===== src/rtl/j2_io_ctrl.sv =====
// -----------------------------------------------------------------------------
// j2_io_ctrl
// Memory-mapped I/O controller between the j2 core I/O port and the board
// peripherals: LED bank, UART transmit path and a buffered UART receive path.
//
// Parameters
//   WIDTH     core data width (>= 16)
//   LED_COUNT number of LED outputs (1..WIDTH)
//   RX_DEPTH  RX FIFO depth in bytes (power of two, >= 2)
//
// Ports
//   clock, active_low_reset     rising-edge clock, synchronous active-low reset
//   io_write_enable/io_read_enable  one-cycle core access strobes
//   io_address, io_wdata        access address and write data
//   io_rdata                    registered read data, valid one cycle after a
//                               read strobe and held until the next read
//   leds                        LED register
//   uart_tx_data, uart_tx_wr    byte and one-cycle strobe to the UART transmitter
//   uart_tx_busy                transmitter busy
//   uart_rx_data, uart_rx_valid received byte from the UART receiver
//   uart_rx_rd                  one-cycle acknowledge to the UART receiver
//
// Address map (exact 16-bit match, others: writes ignored, reads return 0)
//   0x0000 W  TX data (dropped and tx_drop set when busy)
//   0x0002 R  RX pop, {valid, byte}
//   0x0004 R  status {count[15:8], tx_drop, rx_overflow, tx_busy, full, nonempty}
//             reading clears the two sticky flags
//   0x0010 RW LED register, 0x0012 set, 0x0014 clear, 0x0016 toggle
//   0x0018 W  1-based LED index set, only when J2_IO_LED_INDEX_EN is defined
//
// Optional feature macro: J2_IO_LED_INDEX_EN
// -----------------------------------------------------------------------------
module j2_io_ctrl #(
    parameter int WIDTH     = 32,
    parameter int LED_COUNT = 16,
    parameter int RX_DEPTH  = 8
) (
    input  logic                 clock,
    input  logic                 active_low_reset,
    input  logic                 io_write_enable,
    input  logic                 io_read_enable,
    input  logic [15:0]          io_address,
    input  logic [WIDTH-1:0]     io_wdata,
    output logic [WIDTH-1:0]     io_rdata,
    output logic [LED_COUNT-1:0] leds,
    output logic [7:0]           uart_tx_data,
    output logic                 uart_tx_wr,
    input  logic                 uart_tx_busy,
    input  logic [7:0]           uart_rx_data,
    input  logic                 uart_rx_valid,
    output logic                 uart_rx_rd
);

    localparam int PTR_W = $clog2(RX_DEPTH);
    localparam int CNT_W = PTR_W + 1;

    localparam logic [15:0] A_TX     = 16'h0000;
    localparam logic [15:0] A_RX     = 16'h0002;
    localparam logic [15:0] A_STATUS = 16'h0004;
    localparam logic [15:0] A_LED    = 16'h0010;
    localparam logic [15:0] A_SET    = 16'h0012;
    localparam logic [15:0] A_CLR    = 16'h0014;
    localparam logic [15:0] A_TGL    = 16'h0016;
`ifdef J2_IO_LED_INDEX_EN
    localparam logic [15:0] A_IDX    = 16'h0018;
`endif

    // State
    logic [LED_COUNT-1:0] leds_q;
    logic [WIDTH-1:0]     rdata_q;
    logic [7:0]           tx_data_q;
    logic                 tx_wr_q;
    logic                 rx_rd_q;
    logic                 rx_ovf_q;
    logic                 tx_drop_q;
    logic [7:0]           rx_mem [RX_DEPTH];
    logic [PTR_W-1:0]     wr_ptr_q;
    logic [PTR_W-1:0]     rd_ptr_q;
    logic [CNT_W-1:0]     count_q;

    // Decode
    logic                 wr_tx, tx_accept, tx_drop_set;
    logic                 status_rd, pop, rx_full, rx_nonempty;
    logic                 push_req, push, ovf_set;
    logic [LED_COUNT-1:0] leds_next;
    logic [LED_COUNT-1:0] wd_leds;
    logic [WIDTH-1:0]     rdata_next;
    logic [15:0]          status_word;
    logic [CNT_W-1:0]     count_next;

    // Upper write-data bits are intentionally ignored by most registers.
    logic unused_wdata;
    assign unused_wdata = ^io_wdata;

    assign wr_tx       = io_write_enable && (io_address == A_TX);
    assign tx_accept   = wr_tx && !uart_tx_busy;
    assign tx_drop_set = wr_tx && uart_tx_busy;

    assign rx_full     = (count_q == CNT_W'(RX_DEPTH));
    assign rx_nonempty = (count_q != '0);
    assign status_rd   = io_read_enable && (io_address == A_STATUS);
    assign pop         = io_read_enable && (io_address == A_RX) && rx_nonempty;

    // RX handshake: the receiver holds uart_rx_valid until acknowledged. A
    // byte is taken whenever valid is high and no acknowledge went out the
    // previous cycle; the acknowledge (uart_rx_rd) follows exactly one cycle
    // later, so each byte is taken once. A full FIFO still acknowledges and
    // discards, unless a pop in the same cycle frees the slot.
    assign push_req = uart_rx_valid && !rx_rd_q;
    assign push     = push_req && (!rx_full || pop);
    assign ovf_set  = push_req && rx_full && !pop;

    assign status_word = {8'(count_q), 3'b000, tx_drop_q, rx_ovf_q,
                          uart_tx_busy, rx_full, rx_nonempty};

    assign wd_leds = io_wdata[LED_COUNT-1:0];

    always_comb begin
        leds_next = leds_q;
        if (io_write_enable) begin
            case (io_address)
                A_LED: leds_next = wd_leds;
                A_SET: leds_next = leds_q | wd_leds;
                A_CLR: leds_next = leds_q & ~wd_leds;
                A_TGL: leds_next = leds_q ^ wd_leds;
`ifdef J2_IO_LED_INDEX_EN
                // Index 0 and indices beyond LED_COUNT match no bit.
                A_IDX: begin
                    for (int i = 0; i < LED_COUNT; i++) begin
                        if (io_wdata[8:0] == 9'(i + 1)) leds_next[i] = 1'b1;
                    end
                end
`endif
                default: ;
            endcase
        end
    end

    // Read data reflects state before this cycle's updates.
    always_comb begin
        rdata_next = '0;
        case (io_address)
            A_RX:     if (rx_nonempty) rdata_next = WIDTH'({1'b1, rx_mem[rd_ptr_q]});
            A_STATUS: rdata_next = WIDTH'(status_word);
            A_LED:    rdata_next = WIDTH'(leds_q);
            default:  ;
        endcase
    end

    always_comb begin
        count_next = count_q;
        case ({push, pop})
            2'b10:   count_next = count_q + CNT_W'(1);
            2'b01:   count_next = count_q - CNT_W'(1);
            default: ;
        endcase
    end

    always_ff @(posedge clock) begin
        if (!active_low_reset) begin
            leds_q    <= '0;
            rdata_q   <= '0;
            tx_data_q <= '0;
            tx_wr_q   <= 1'b0;
            rx_rd_q   <= 1'b0;
            rx_ovf_q  <= 1'b0;
            tx_drop_q <= 1'b0;
            wr_ptr_q  <= '0;
            rd_ptr_q  <= '0;
            count_q   <= '0;
        end else begin
            leds_q  <= leds_next;
            tx_wr_q <= tx_accept;
            rx_rd_q <= push_req;
            count_q <= count_next;
            if (io_read_enable) rdata_q <= rdata_next;
            if (tx_accept) tx_data_q <= io_wdata[7:0];
            // A new event in the same cycle as a clearing status read wins.
            rx_ovf_q  <= ovf_set     | (rx_ovf_q  & ~status_rd);
            tx_drop_q <= tx_drop_set | (tx_drop_q & ~status_rd);
            if (push) begin
                rx_mem[wr_ptr_q] <= uart_rx_data;
                wr_ptr_q         <= wr_ptr_q + PTR_W'(1);
            end
            if (pop) rd_ptr_q <= rd_ptr_q + PTR_W'(1);
        end
    end

    assign io_rdata     = rdata_q;
    assign leds         = leds_q;
    assign uart_tx_data = tx_data_q;
    assign uart_tx_wr   = tx_wr_q;
    assign uart_rx_rd   = rx_rd_q;

endmodule


===== config.mk =====
export PLATFORM = sky130hd
export DESIGN_NAME = j2_io_ctrl
export DESIGN_NICKNAME = d
export VERILOG_FILES = /design/src/rtl/j2_io_ctrl.sv
export SDC_FILE = /design/constraint.sdc
export NUM_CORES = 1
export LEC_CHECK = 0
export CORE_ASPECT_RATIO = 2
export CORE_MARGIN = 8
export CORE_UTILIZATION = 31
export CTS_BUF_LIST = sky130_fd_sc_hd__clkbuf_4 sky130_fd_sc_hd__clkbuf_8
export DETAILED_ROUTE_END_ITERATION = 8
export PLACE_DENSITY = 0.63
export RECOVER_POWER = 50
export SLEW_MARGIN = 20
export SYNTH_ARGS = -nofsm -noshare
export SYNTH_HDL_FRONTEND = slang
export SYNTH_SLANG_ARGS = --single-unit

===== constraint.sdc =====
create_clock -name clock -period 4.1 [get_ports clock]
set_clock_uncertainty 0.2 [all_clocks]
set_input_delay 1.025 -clock clock [delete_from_list [all_inputs] [get_ports clock]]
set_output_delay 1.025 -clock clock [all_outputs]
set_load 0.005 [all_outputs]

==> key figures, run 1 <==
Outcome
  – Status: completed

Critical path
  – Worst setup SP type: input pin
  – Crit Path Max Fanout: 3
  – Slowest cell on crit path: nor4_4
  – R2r endpoint: count_q[2]$_SDFFE_PN0P_
  – Crit-path cells: clkdlybuf4s50_1 -> nor4_4 -> nand4_4 -> nor4_1 -> o21a_1 -> inv_1 -> ha_1 -> xor2_1 -> ha_1 -> a21oi_1 -> xor2_1 -> or3_1 -> a21oi_1
  – Crit path capture type: flop
  – Worst Path Buf+Inv: 2
  – Slowest stage delay, CP: 0.46 ns
  – Reg2Reg Setup Slack: roughly 1.2 ns
  – WP data arrival: slightly below 4 ns
  – Kind of critical path: in2reg
  – Delay-heaviest family, CP: simple AND/OR/NAND/NOR gates
  – Worst r2r src: count_q[0]$_SDFFE_PN0P_
  – Worst Reg-to-Reg Cells: 12
  – Required time at the worst-slack endpoint: 4.27 ns
  – Crit. Startpoint: io_address[15]
  – Critical path depth: 13
  – Crit path capture: count_q[2]$_SDFFE_PN0P_

GRT
  – GRT Util Overall: 12.78%
  – Initial antenna violation count: 0
  – Vias in the first global route: 4,272
  – First-pass GRT wire length: 23,550 um
  – Gr ovfl total: 0
  – Largest net degree at the start of global routing: 33

Synth
  – EDFF count, synth: 64
  – Ys flop type: edfxtp_1
  – Cell variety after synth: 49
  – Synthesis Warnings: 0
  – Post-Synthesis Cells: between 500 and 600
  – Post-synthesis area per instance: 11.66 um^2
  – Seq/Total Area, Yosys: 51.21%
  – Ys async rst share: 0%
  – Register bit total from synthesis: about 120
  – Cell Area, Synth: 0.005981 mm^2

Clock network
  – Clk sinks: 121
  – CTS resizes: 0
  – H-tree Lvls: 4
  – Clock latency on the worst-skew pair: around 0.44 ns
  – CTS max path bufs: 2
  – Clk slew on worst S/H paths: approximately 0.08 ns
  – # hold bufs at CTS: 0
  – Cts bufs inserted: 17
  – CTS tree: built
  – Post-CTS Setup Repair Bufs: 0
  – Root Buffer: clkbuf_8

STA
  – Max Fclk: 269.3 MHz
  – Setup violators final: 0
  – Final period util: 90.56%
  – Setup_tns: 0 ns
  – Min Tclk post-route: ~3.7 ns
  – Slew @ Worst Pin: 0.8749 ns
  – Worst setup margin: 0.3871 ns
  – Final count of pins violating max slew: 0
  – Final hold violations: 0
  – Slew HR: about 40%
  – RSZ-0062 raised after global routing: false

Layout
  – Inserted Diodes: 0
  – Share of cells above drive strength 1: 13.74%
  – # fillers: 1,904
  – Commonest non-fill, non-tap cells in the layout: edfxtp_1 (64), dfxtp_1 (56), dlygate4sd3_1 (47)
  – Area growth, synth to finish: 26.97%
  – Commonest non-fill, non-tap cell in the layout: edfxtp_1
  – Final nets: between 700 and 800

Drt
  – Pre-antenna DRT Iters: 5
  – Drt total wl: 15,100 um
  – Residual DRC count: 0
  – Detail Route Antenna Nets: 0
  – DRT iter0 DRCs: 206
  – Via density: 4.863
  – Routed WL per cell: 16.93 um
  – Total number of vias: 4,338

Die
  – Die width: 114.2 um
  – Die area: 0.02426 mm^2
  – Core ar.: around 0.019 mm^2
  – Row count: 72
  – Die height: around 210 um
  – IO Count: 120
  – Initial Util: 31.32%

Placed design
  – GPL Wtd Cong: ~0.83
  – I/O Buffers: 87
  – Pre-CTS setup slack: 0.05007 ns
  – Dpl hpwl: around 11,000 um

Power
  – VDD IR max: approximately 0.36 mV
  – Power per cell area: 336.9 mW/mm^2
  – Leak: ~0.0029 uW

Worst hold path
  – Hold Crit Class: reg2reg
  – Hold Crit Depth: 2

Job
  – Max Cap Violations: 0
## cells by family (layout without fill, tap and decap cells)
logic type,Yosys count,count (layout),share of synthesized area [%]
fa+ha+maj,37,37,7.741
flops,121,121,51.21
xor+xnor,7,7,1.025
buf+inv,80,185,6.192
simple gates,113,113,10.54
compound gates,102,102,11.07
mux,52,52,12.15
other cells,1,16,0.06270
## per-layer routing
metal / wire length [um] / vias up / global-route usage, %
met5: 0 / - / 0
met3: 1024 / 15 / 4.182
met2: 7159 / 133 / 20.17
met4: 201 / 0 / 4.207
met1: 6712 / 2122 / 16.05
li1: - / 2068 / -
## worst register-to-register path, stage by stage, from the launching register on
cell and delay, ns:
dfxtp_1 0.38, or4_1 0.63, nand2_1 0.10, nor4_1 0.06, o21a_1 0.20, inv_1 0.08, ha_1 0.18, xor2_1 0.16
ha_1 0.16, a21oi_1 0.04, xor2_1 0.16, or3_1 0.30, a21oi_1 0.14
## stage by stage
stage	utilization [%]	area [um^2]	total power, uW	hold slack [ns]	instances
2_1_floorplan	-	6037	1418	0.2431	528
3_3_place_gp	37.83	7224	1499	0.2527	860
3_5_place_dp	37.83	7224	1503	0.2560	860
4_1_cts	39.91	7622	2588	0.2665	892
5_1_grt	39.76	7594	2655	0.2953	892
6_report	39.76	7594	2558	0.2631	892
## flip-flops by register name, indices dropped and copies added (netlist names), 3 cells and up, named ones only
| name | count |
|---|---|
| io_rdata | 16 |
| leds | 16 |
| rd_ptr_q | 3 |
| rx_mem | 64 |
| wr_ptr_q | 3 |
| uart_tx_data | 8 |
| count_q | 4 |
## cells in the mapped netlist, types with 5 or more instances
cell | instances | area [um^2]
dfxtp_1 | 57 | 1141
nor2_1 | 23 | 86.33
ha_1 | 37 | 462.9
mux2i_1 | 31 | 310.3
mux4_2 | 16 | 360.4
o21ai_0 | 27 | 135.1
nand3_1 | 6 | 30.03
nor4b_1 | 6 | 52.55
buf_2 | 8 | 40.04
a31oi_1 | 17 | 106.4
o21a_1 | 5 | 37.54
nor3_1 | 12 | 60.06
mux2_2 | 5 | 56.30
a22oi_1 | 6 | 45.04
o22a_1 | 12 | 105.1
inv_1 | 36 | 135.1
buf_4 | 16 | 120.1
nand2_1 | 39 | 146.4
clkbuf_1 | 15 | 56.30
a21oi_1 | 19 | 95.09
edfxtp_1 | 64 | 1922
## power by group
part	internal, uW	switching (uW)	total, uW
logic	83.7	89.9	174
registers	1290	11.8	1300
clock network	551	535	1090
## worst min path at each step
stage | startpoint | to | slack, ns
finish | io_rdata[15]$_SDFFE_PN0P_ | io_rdata[15]$_SDFFE_PN0P_ | 0.26
global route | io_rdata[12]$_SDFFE_PN0P_ | io_rdata[12]$_SDFFE_PN0P_ | 0.30
CTS | io_rdata[15]$_SDFFE_PN0P_ | io_rdata[15]$_SDFFE_PN0P_ | 0.27
detailed placement | io_rdata[15]$_SDFFE_PN0P_ | io_rdata[15]$_SDFFE_PN0P_ | 0.26
global placement | io_rdata[12]$_SDFFE_PN0P_ | io_rdata[12]$_SDFFE_PN0P_ | 0.25
floorplan | tx_drop_q$_SDFF_PN0_ | io_rdata[4]$_SDFFE_PN0P_ | 0.24
## layout make-up
| class | instances | area, um^2 | share of cell area, % |
|---|---|---|---|
| Clock inverter | 15 | 163.9 | 2.159 |
| Sequential cell | 121 | 3064 | 40.35 |
| Tap cell | 259 | 324.1 | 4.268 |
| Inverter | 37 | 138.9 | 1.829 |
| Clock buffer | 17 | 234.0 | 3.081 |
| Timing Repair Buffer | 116 | 1077 | 14.19 |
| Multi-Input combinational cell | 327 | 2591 | 34.12 |
No activity file was read; power rests on OpenSTA's default activity.
==> run 2, diff against run 1 <==
--- a/config.mk
+++ b/config.mk
@@ -5,6 +5,7 @@
 export SDC_FILE = /design/constraint.sdc
 export NUM_CORES = 1
 export LEC_CHECK = 0
+export CAP_MARGIN = 40
 export CORE_ASPECT_RATIO = 2
 export CORE_MARGIN = 8
 export CORE_UTILIZATION = 31
==> run 2 against run 1 <==
Net effect: core utilization up 0.29 points; fmax up 0.48%; critical path depth unchanged; global-route usage down 0.18 points; first-iteration DRC count up 38%; combinational power about the same; largest cell class unchanged.
==> key figures, run 2 (synthesis gave the netlist of run 1 again) <==
Outcome
  – Status: completed

Critical path
  – Worst setup SP type: input pin
  – Crit-path cells: clkdlybuf4s50_1 -> nor4_4 -> nand4_4 -> nor4_1 -> o21a_1 -> inv_1 -> ha_1 -> xor2_1 -> ha_1 -> a21oi_1 -> xor2_1 -> or3_1 -> a21oi_1
  – Slowest cell on crit path: nor4_4
  – Worst r2r src: count_q[1]$_SDFFE_PN0P_
  – Crit path capture type: flop
  – Required time at the worst-slack endpoint: 4.27 ns
  – Slowest stage delay, CP: between 0.4 and 0.5 ns
  – Kind of critical path: in2reg
  – Reg2Reg Setup Slack: 1.27 ns
  – R2r endpoint: count_q[2]$_SDFFE_PN0P_
  – WP data arrival: 3.87 ns
  – Worst Reg-to-Reg Cells: 12
  – Crit Path Max Fanout: 3

Layout
  – Share of cells above drive strength 1: 14.04%
  – Commonest non-fill, non-tap cells in the layout: edfxtp_1 (64), dfxtp_1 (57), dlygate4sd3_1 (48)
  – Final nets: between 700 and 800
  – Max reg flops: 64
  – Inserted Diodes: 0
  – Area growth, synth to finish: 27.91%
  – Commonest non-fill, non-tap cell in the layout: edfxtp_1
  – Top reg by flops: rx_mem
  – # fillers: roughly 1,900

Drt
  – Detail Route Antenna Nets: 0
  – DRT iter0 DRCs: 284
  – Routed WL per cell: 16.73 um
  – Total number of vias: between 4,000 and 5,000
  – Residual DRC count: 0
  – Pre-antenna DRT Iters: 4
  – Drt total wl: 14,940 um
  – Via density: 4.787

Die
  – Row count: 72
  – Die width: 114.2 um
  – Initial Util: 31.32%
  – Die area: about 0.024 mm^2
  – Die height: 212.4 um
  – Core ar.: 0.01910 mm^2
  – IO Count: 120

Placed design
  – GPL Wtd Cong: 0.8328
  – I/O Buffers: 87
  – Dpl hpwl: 10,570 um

STA
  – Setup_tns: 0 ns
  – Min Tclk post-route: between 3 and 4 ns
  – RSZ-0062 raised after global routing: false
  – Final hold violations: 0
  – Final period util: 90.12%
  – Slew @ Worst Pin: 0.7354 ns
  – Worst-case hold slack: 0.2632 ns
  – Slew HR: 50.91%
  – Setup violators final: 0
  – Max Fclk: 270.6 MHz
  – Final count of pins violating max slew: 0

Power
  – Net Sw Power: 636.2 uW
  – Power per cell area: 342.5 mW/mm^2
  – Clock power share: 43.8%
  – Combinational cell fraction of total power: about 6.6%
  – VDD IR max: around 0.37 mV
  – Leak: 0.002889 uW
  – Cell-internal power: 1984 uW
  – Register share of total power: 49.6%
  – Sw Share: 24.28%

Clock network
  – Cts bufs inserted: 17
  – Clock latency on the worst-skew pair: 0.43 ns
  – H-tree Lvls: 4
  – CTS resizes: 0
  – Post-CTS Setup Repair Bufs: 0
  – CTS max path bufs: 2
  – Clk slew on worst S/H paths: 0.08 ns
  – CTS tree: built
  – # hold bufs at CTS: 0
  – Root Buffer: clkbuf_8
  – Clk sinks: 121

GRT
  – Gr ovfl total: 0
  – Initial antenna violation count: 0
  – First-pass GRT wire length: approximately 23,000 um
  – Vias in the first global route: around 4,100
  – Most used routing layer: met2
  – Met2 Usage GRT: 19.82%
  – M1 GR Usage: 16.21%
  – GRT Util Overall: 12.60%
  – M3 GR Usage: 3.670%
  – Largest net degree at the start of global routing: 33

Worst hold path
  – Hold EP: io_rdata[15]$_SDFFE_PN0P_
  – Hold Startpoint: io_rdata[15]$_SDFFE_PN0P_
  – Hold Crit Depth: 2
  – Hold Crit Class: reg2reg

Job
  – Max Cap Violations: 0
run 2: cell count changes in the layout (fill, tap and decap cells not counted), sizes merged:
cell	delta
buf	+2
bufinv	+1
dlygate4sd3	+1
clkinvlp	-1
clkbuf	-1
clkdlybuf4s50	-1
run 2: worst max-delay path: cells and delay by family:
kind | cells | cell delay [ns]
buffers and inverters | 2 | 0.50
AND/OR/NAND/NOR | 4 | 1.26
XOR/XNOR | 2 | 0.24
AO/OA/AOI/OAI | 3 | 0.46
adder cells (fa/ha/maj) | 2 | 0.39
run 2: power groups by stage:
stage | registers [uW] | clock network (uW) | logic (uW)
floorplan | 1320 | 0 | 98.7
global placement | 1330 | 0 | 173
detailed placement | 1330 | 0 | 176
CTS | 1300 | 1170 | 178
global route | 1300 | 1230 | 191
finish | 1300 | 1150 | 173
run 2: cell type report:
cell class                 instances  area, um^2  share of cell area [%]
inverter                          37       138.9                   1.816
tap                              259       324.1                   4.236
sequential                       121        3063                   40.04
timing repair buffer             117        1109                   14.49
clock inverter                    15       186.4                   2.437
multi-input combinational        327        2595                   33.92
clock buffer                      17       234.0                   3.059
run 2: worst max-delay path by stage:
| stage | slack [ns] | endpoint | startpoint |
|---|---|---|---|
| 2_1_floorplan | 0.44 | rx_mem[2][0]$_DFFE_PP_ | io_address[6] |
| 3_3_place_gp | 0.07 | count_q[2]$_SDFFE_PN0P_ | io_address[15] |
| 3_5_place_dp | 0.05 | count_q[2]$_SDFFE_PN0P_ | io_address[15] |
| 4_1_cts | 0.51 | count_q[2]$_SDFFE_PN0P_ | io_address[15] |
| 5_1_grt | 0.24 | count_q[2]$_SDFFE_PN0P_ | io_address[15] |
| 6_report | 0.40 | count_q[2]$_SDFFE_PN0P_ | io_address[15] |
run 2: per-layer routing:
| layer | share of wire [%] | up-vias | routed length (um) |
|---|---|---|---|
| met4 | 1.0 | 0 | 155 |
| met5 | 0 | - | 0 |
| met2 | 47 | 135 | 6981 |
| met3 | 6.7 | 14 | 1006 |
| li1 | - | 2067 | - |
| met1 | 46 | 2059 | 6800 |
run 2: stage by stage:
stage          power (uW)  util (%)  area [um^2]  instances  setup WS [ns]
2_1_floorplan        1418         -         6037        528         0.4362
3_3_place_gp         1499     37.83         7224        860        0.06726
3_5_place_dp         1503     37.97         7252        861        0.04950
4_1_cts              2648     40.17         7672        893         0.5083
5_1_grt              2719     40.06         7650        893         0.2377
6_report             2620     40.06         7650        893         0.4049
